$ cat src/rtl/multi_port_free_list_if.sv
// Port bundle for the multi-port physical-register free list.
// The rename stage drives the requests; the free list drives the registered results.
interface multi_port_free_list_if #(
    parameter int NUM_PHYS_REGS = 64,
    parameter int ENQ_WIDTH     = 2,
    parameter int DEQ_WIDTH     = 2
);
    localparam int LP = $clog2(NUM_PHYS_REGS);
    localparam int DC = $clog2(DEQ_WIDTH + 1);

    // Handshake: an enqueue lane is offered when its Enqueue_IN bit is high and is accepted
    // unless the queue is full (a drop raises Overflow_OUT one cycle later). A dequeue of
    // DequeueCount_IN registers is all-or-nothing; DequeueResult_OUT and Data_OUT report the
    // outcome one cycle later, and Data_OUT keeps its value when nothing is handed out.
    logic [ENQ_WIDTH-1:0]    Enqueue_IN;
    logic [ENQ_WIDTH*LP-1:0] Data_IN;
    logic [DC-1:0]           DequeueCount_IN;
    logic                    DequeueResult_OUT;
    logic [DEQ_WIDTH*LP-1:0] Data_OUT;
    logic                    Checkpoint_IN;
    logic                    Restore_IN;
    logic [LP:0]             FreeCount_OUT;
    logic                    Overflow_OUT;

    modport master (
        output Enqueue_IN, Data_IN, DequeueCount_IN, Checkpoint_IN, Restore_IN,
        input  DequeueResult_OUT, Data_OUT, FreeCount_OUT, Overflow_OUT
    );

    modport slave (
        input  Enqueue_IN, Data_IN, DequeueCount_IN, Checkpoint_IN, Restore_IN,
        output DequeueResult_OUT, Data_OUT, FreeCount_OUT, Overflow_OUT
    );
endinterface

$ cat src/rtl/multi_port_free_list.sv
// Circular free list of physical register numbers with multi-lane enqueue,
// all-or-nothing multi-register dequeue and a single head checkpoint.
module multi_port_free_list #(
    parameter int NUM_PHYS_REGS = 64,
    parameter int NUM_ARCH_REGS = 32,
    parameter int ENQ_WIDTH     = 2,
    parameter int DEQ_WIDTH     = 2
) (
    input logic                 CLK,
    input logic                 RESET,
    multi_port_free_list_if.slave fl
);
    localparam int N     = NUM_PHYS_REGS;
    localparam int LP    = $clog2(NUM_PHYS_REGS);
    localparam int DC    = $clog2(DEQ_WIDTH + 1);
    localparam int FREE0 = NUM_PHYS_REGS - NUM_ARCH_REGS;
    localparam logic [LP+1:0] N_W = (LP + 2)'(N);

    logic [LP:0]   head_q, head_d;
    logic [LP:0]   tail_q, tail_d;
    logic [LP:0]   ckpt_q, ckpt_d;
    logic [LP-1:0] queue_q [N];

    logic [ENQ_WIDTH-1:0] wr_en;
    logic [LP-1:0]        wr_idx  [ENQ_WIDTH];
    logic [LP-1:0]        wr_data [ENQ_WIDTH];

    logic [LP:0]             count;
    logic [DC-1:0]           dcnt;
    logic                    deq_ok;
    logic                    res_q, res_d;
    logic                    ovf_q, ovf_d;
    logic [DEQ_WIDTH*LP-1:0] dout_q, dout_d;

    // Pointers carry a wrap bit, so the difference is the occupancy even when full.
    assign count = tail_q - head_q;
    assign dcnt  = fl.DequeueCount_IN;

    always_comb begin : enq_logic
        logic [LP+1:0] acc;
        acc    = '0;
        wr_en  = '0;
        ovf_d  = 1'b0;
        for (int i = 0; i < ENQ_WIDTH; i++) begin
            wr_idx[i]  = '0;
            wr_data[i] = fl.Data_IN[i*LP +: LP];
            if (fl.Enqueue_IN[i]) begin
                if (({1'b0, count} + acc) < N_W) begin
                    wr_en[i]  = 1'b1;
                    wr_idx[i] = tail_q[LP-1:0] + acc[LP-1:0];
                    acc       = acc + 1'b1;
                end else begin
                    ovf_d = 1'b1;
                end
            end
        end
        tail_d = tail_q + acc[LP:0];
    end

    // Dequeue sees only start-of-cycle occupancy; a restore cancels it outright.
    always_comb begin : deq_logic
        deq_ok = !fl.Restore_IN && (dcnt != '0) && (int'(count) >= int'(dcnt));
        res_d  = deq_ok;
        dout_d = dout_q;
        if (deq_ok) begin
            for (int j = 0; j < DEQ_WIDTH; j++) begin
                dout_d[j*LP +: LP] = (j < int'(dcnt)) ? queue_q[head_q[LP-1:0] + LP'(j)] : '0;
            end
        end

        head_d = head_q;
        if (fl.Restore_IN) begin
            head_d = ckpt_q;
        end else if (deq_ok) begin
            head_d = head_q + (LP + 1)'(dcnt);
        end

        ckpt_d = ckpt_q;
        if (!fl.Restore_IN && fl.Checkpoint_IN) begin
            ckpt_d = head_q;
        end
    end

    always_ff @(posedge CLK or negedge RESET) begin
        if (!RESET) begin
            head_q <= '0;
            tail_q <= (LP + 1)'(FREE0);
            ckpt_q <= '0;
            res_q  <= 1'b0;
            ovf_q  <= 1'b0;
            dout_q <= '0;
        end else begin
            head_q <= head_d;
            tail_q <= tail_d;
            ckpt_q <= ckpt_d;
            res_q  <= res_d;
            ovf_q  <= ovf_d;
            dout_q <= dout_d;
        end
    end

    // Compaction guarantees the accepted lanes target distinct entries.
    always_ff @(posedge CLK or negedge RESET) begin
        if (!RESET) begin
            for (int k = 0; k < N; k++) begin
                queue_q[k] <= (k < FREE0) ? LP'(NUM_ARCH_REGS + k) : '0;
            end
        end else begin
            for (int i = 0; i < ENQ_WIDTH; i++) begin
                if (wr_en[i]) begin
                    queue_q[wr_idx[i]] <= wr_data[i];
                end
            end
        end
    end

    assign fl.DequeueResult_OUT = res_q;
    assign fl.Data_OUT          = dout_q;
    assign fl.FreeCount_OUT     = count;
    assign fl.Overflow_OUT      = ovf_q;
endmodule

$ cat src/flat_wrapper.sv
// flat-port wrapper written by rule: the top's interface ports become plain ports
module multi_port_free_list_flat 
#(
    parameter int NUM_PHYS_REGS = 64,
    parameter int NUM_ARCH_REGS = 32,
    parameter int ENQ_WIDTH     = 2,
    parameter int DEQ_WIDTH     = 2
)
  (CLK, RESET, fl_Enqueue_IN, fl_Data_IN, fl_DequeueCount_IN, fl_Checkpoint_IN, fl_Restore_IN, fl_DequeueResult_OUT, fl_Data_OUT, fl_FreeCount_OUT, fl_Overflow_OUT);
  multi_port_free_list_if #(.NUM_PHYS_REGS(NUM_PHYS_REGS), .ENQ_WIDTH(ENQ_WIDTH), .DEQ_WIDTH(DEQ_WIDTH)) fl_i ();
  input logic CLK;
  input logic RESET;
  input wire logic [$bits(fl_i.Enqueue_IN)-1:0] fl_Enqueue_IN;
  input wire logic [$bits(fl_i.Data_IN)-1:0] fl_Data_IN;
  input wire logic [$bits(fl_i.DequeueCount_IN)-1:0] fl_DequeueCount_IN;
  input wire logic [$bits(fl_i.Checkpoint_IN)-1:0] fl_Checkpoint_IN;
  input wire logic [$bits(fl_i.Restore_IN)-1:0] fl_Restore_IN;
  output wire logic [$bits(fl_i.DequeueResult_OUT)-1:0] fl_DequeueResult_OUT;
  output wire logic [$bits(fl_i.Data_OUT)-1:0] fl_Data_OUT;
  output wire logic [$bits(fl_i.FreeCount_OUT)-1:0] fl_FreeCount_OUT;
  output wire logic [$bits(fl_i.Overflow_OUT)-1:0] fl_Overflow_OUT;
  assign fl_i.Enqueue_IN = fl_Enqueue_IN;
  assign fl_i.Data_IN = fl_Data_IN;
  assign fl_i.DequeueCount_IN = fl_DequeueCount_IN;
  assign fl_i.Checkpoint_IN = fl_Checkpoint_IN;
  assign fl_i.Restore_IN = fl_Restore_IN;
  assign fl_DequeueResult_OUT = fl_i.DequeueResult_OUT;
  assign fl_Data_OUT = fl_i.Data_OUT;
  assign fl_FreeCount_OUT = fl_i.FreeCount_OUT;
  assign fl_Overflow_OUT = fl_i.Overflow_OUT;
  multi_port_free_list #(.NUM_PHYS_REGS(NUM_PHYS_REGS), .NUM_ARCH_REGS(NUM_ARCH_REGS), .ENQ_WIDTH(ENQ_WIDTH), .DEQ_WIDTH(DEQ_WIDTH)) u_core (.CLK(CLK), .RESET(RESET), .fl(fl_i));
endmodule
$ cat config.mk
export PLATFORM = sky130hd
export DESIGN_NAME = multi_port_free_list_flat
export DESIGN_NICKNAME = d
export VERILOG_FILES = /design/src/rtl/multi_port_free_list_if.sv /design/src/rtl/multi_port_free_list.sv /design/src/flat_wrapper.sv
export SDC_FILE = /design/constraint.sdc
export NUM_CORES = 1
export LEC_CHECK = 0
export BUFFER_PORTS_ARGS = -buffer_cell sky130_fd_sc_hd__buf_2
export CAP_MARGIN = 5
export CORE_MARGIN = 8
export CORE_UTILIZATION = 40
export DETAILED_ROUTE_END_ITERATION = 7
export PLACE_DENSITY = 0.64
export SYNTH_ARGS = -nofsm -noshare
export SYNTH_HDL_FRONTEND = slang
export SYNTH_SLANG_ARGS = --single-unit
$ cat constraint.sdc
create_clock -name CLK -period 14.9 [get_ports CLK]
set_clock_uncertainty 0.2 [all_clocks]
set_input_delay 0 -clock CLK [delete_from_list [all_inputs] [get_ports CLK]]
set_output_delay 0 -clock CLK [all_outputs]
set_load 0.01 [all_outputs]
==> out/metrics.yaml <==
worst_setup_path:
  rr_worst_depth: 15
  r2r_setup_slack_ns: 7.80
  cp-start-kind: "flop"
  required_ns: 15.19
  critPathMaxFanout: 55
  r2r-start: "u_core.head_q[2]"
  path_class: "reg2reg"
  arrival_ns: 7.39
  crit_buf_inv: 3
  timing.rr.end: "u_core.queue_q[107]"
  slowest_stage: "or4b_4"
  max_stage_delay_ns: 0.82
  crit_chain: "buf_4 > inv_2 > ha_1 > a211oi_2 > nor4_1 > or4b_4 > inv_1 > ha_1 > ha_1 > nand2b_1 > o21ai_0 > o22ai_1 > a22o_1 > nand4_1 > mux2_2"
  cpMostUsedCell: "ha_1"
  crit_family: "buffers and inverters"
  worstSetupEndpointType: "flop"
yosys:
  synth_top_family_by_area: "multiplexers"
  synth.area.mux_share: 0.471
  synthCells: 2276
  synth_fa_ha_area_frac: 0.00888
  synthXorXnorAreaFrac: 0.00504
  synth.yosys.seq_area_share: 0.362
  synthDistinctLibCells: 75
  syn_nets: 2315
  avgSynthCellArea_um2: 12.9
  synth-seq-cells: 419
  synth_area_mm2: 0.0293
  yosys_warnings: 0
  synth_edf_count: 0
  synth_simple_gate_area_frac: 0.0846
  synth_compound_area_frac: 0.0298
  ys_async_sr_fraction: 1.00
  synth_top_flop_cell: "dfrtp_1"
outcome:
  outcome: "finished, final reports clean"
timing:
  hold_ws_ns: 0.0411
  hold_viol: 0
  period_needed_ns: 7.10
  fin_crit_sh: 0.477
  fmax_mhz: 141
  maxSlewViolCount: 0
  slew_headroom: 0.138
  tightestPinTransition_ns: 1.28
  rsz0062_at_grt: "no"
  finalSetupViolations: 0
  fin_setup_tns_ns: 0
pwr:
  power.density_mw_per_mm2: 219
  ir_drop_mv: 0.411
  switching_power_mw: 2.86
  clkPwrFrac: 0.185
  sw_frac_of_total: 0.409
  seqPwrFrac: 0.298
  leakagePower_nw: 13.8
  pwr-share-comb: 0.517
  p_int_mw: 4.14
finish:
  final_common_cell: "mux2_2"
  drive_above_1_share: 0.580
  fin_nets: 2221
  syn2layout_area_growth_pct: 9.15
  antenna_cells: 0
  mostFrequentLayoutCells: "mux2_2, dfrtp_1, mux4_2, dfstp_2, nor2_1"
floorplan:
  ios: 41
  die-area_mm2: 0.0822
  rows: 99
  die_w_um: 287
  core_region_area_mm2: 0.0727
  die_h_um: 287
  initial_core_util: 0.403
placement:
  portBuffers: 40
  place_congestion: 0.960
  hpwlAfterDp_um: 62400
global_routing:
  grt_overflow: 0
  grt_pass1_vias: 21294
  antenna_found_initial: 4
  use_met1: 0.296
  grt-busiest-layer: "met2"
  met3_usage: 0.0536
  grt_first_pass_wirelength_um: 143000
  grt.total_usage: 0.226
  grt_max_degree: 163
  grtUsageMet2: 0.359
clock_tree:
  cts-buffers-inserted: 51
  clockBufferDepth: 3
  cts.htree.levels: 2
  cts_tree: "yes"
  clkLatencyLatePin_ns: 0.61
  ctsRootBufferMaster: "clkbuf_16"
  cts.sinks: 419
  ctsResizeCount: 0
  clk_pin_slew_ns: 0.06
min_path:
  hold_path_depth: 3
  hold_start: "fl_Data_IN[10]"
  whs_endpoint: "u_core.queue_q[238]"
  min_path_type: "in2reg"
routing:
  drtIter0Drc: 2229
  vias: 20484
  drtAntennaViolNets: 0
  first_pass_iters: 6
  viasPerCell: 6.44
  remaining_drc_errors: 0
  wire_per_inst_um: 29.8
  wl_um: 94700
run:
  maxCapViolCount: 0
cell families (layout without fill, tap and decap cells):
| group | count (synthesis) | after routing |
|---|---|---|
| buf+inv | 263 | 209 |
| xor+xnor | 16 | 16 |
| flops | 419 | 419 |
| simple gates | 434 | 434 |
| mux | 1005 | 1005 |
| compound gates | 120 | 120 |
| fa+ha+maj | 19 | 19 |
per-layer routing:
| layer | vias to the layer above | part of all wire |
|---|---|---|
| met2 | 1017 | 0.47 |
| met5 | - | 0.00043 |
| met3 | 248 | 0.089 |
| met4 | 6 | 0.043 |
| met1 | 10683 | 0.40 |
| li1 | 8530 | - |
registers in the layout (all words and copies together), names as in the netlist:
name                         cells
u_core.fl.Overflow_OUT           1
u_core.ckpt_q                    7
u_core.fl.Data_OUT              12
u_core.fl.DequeueResult_OUT      1
u_core.queue_q                 384
u_core.head_q                    7
u_core.tail_q                    7
synth_stat cells (all sizes together) (5+ instances only):
| cell type | number | share of area |
|---|---|---|
| a211o | 6 | 0.0018 |
| a21oi | 11 | 0.0019 |
| a22oi | 5 | 0.0013 |
| a31oi | 7 | 0.0015 |
| and3 | 22 | 0.0047 |
| and4 | 10 | 0.0030 |
| buf | 103 | 0.017 |
| clkbuf | 140 | 0.018 |
| dfrtp | 306 | 0.26 |
| dfstp | 113 | 0.10 |
| ha | 16 | 0.0068 |
| inv | 17 | 0.0022 |
| mux2 | 777 | 0.31 |
| mux2i | 32 | 0.011 |
| mux4 | 196 | 0.15 |
| nand2 | 84 | 0.011 |
| nand2b | 11 | 0.0023 |
| nand3 | 44 | 0.0075 |
| nand4 | 62 | 0.014 |
| nor2 | 96 | 0.012 |
| nor2b | 8 | 0.0017 |
| nor3 | 44 | 0.0094 |
| nor4 | 16 | 0.0096 |
| o21ai | 16 | 0.0027 |
| o22ai | 25 | 0.0053 |
| o311a | 5 | 0.0017 |
| o311ai | 13 | 0.0039 |
| o31ai | 5 | 0.0013 |
| or3 | 15 | 0.0032 |
| xnor2 | 9 | 0.0029 |
| xor2 | 7 | 0.0021 |
power groups by stage:
stage	Combinational [mW]	Sequential (mW)	Clock (mW)
after floorplan	2.68	1.85	0
after global placement	3.47	2.03	0
after detailed placement	3.56	2.08	0
after CTS	3.58	2.06	1.32
after global routing	3.81	2.13	1.36
final	3.62	2.08	1.30
cell type report:
type | count | area (um^2)
Fill cell | 6412 | 40700
Clock inverter | 14 | 238
Clock buffer | 79 | 1480
Inverter | 20 | 75.1
Tap cell | 959 | 1200
Multi-Input combinational cell | 1594 | 17700
Timing Repair Buffer | 96 | 701
Sequential cell | 419 | 10600
repair_timing:
| action | in CTS | in global routing |
|---|---|---|
| buffers inserted | 0 | 0 |
| hold buffers | 13 | 0 |
| endpoints found under the hold margin | 135 | 0 |
worst min-delay path: stages:
cell    delay (ns)
buf_2         0.09
buf_4         0.34
mux2_2        0.38
metrics by stage:
stage	setup slack [ns]	utilization	power [mW]	std cells	instance area [um^2]
finish	7.80	0.440	7.00	3181	32000
global route	7.52	0.440	7.30	3181	32000
CTS	7.96	0.440	6.96	3181	32000
floorplan	9.18	-	4.53	2276	29300
detailed placement	8.01	0.414	5.63	3075	30100
global placement	8.20	0.414	5.50	3075	30100
worst max-delay path by stage:
| stage | startpoint | end | depth (start not counted) |
|---|---|---|---|
| floorplan | u_core.head_q[1] | u_core.queue_q[218] | 20 |
| global placement | u_core.head_q[2] | u_core.queue_q[318] | 15 |
| detailed placement | u_core.head_q[2] | u_core.queue_q[318] | 15 |
| CTS | u_core.head_q[2] | u_core.queue_q[318] | 15 |
| global route | u_core.tail_q[0] | u_core.queue_q[107] | 17 |
| finish | u_core.head_q[2] | u_core.queue_q[107] | 15 |
(Power assumes the default switching activity.)
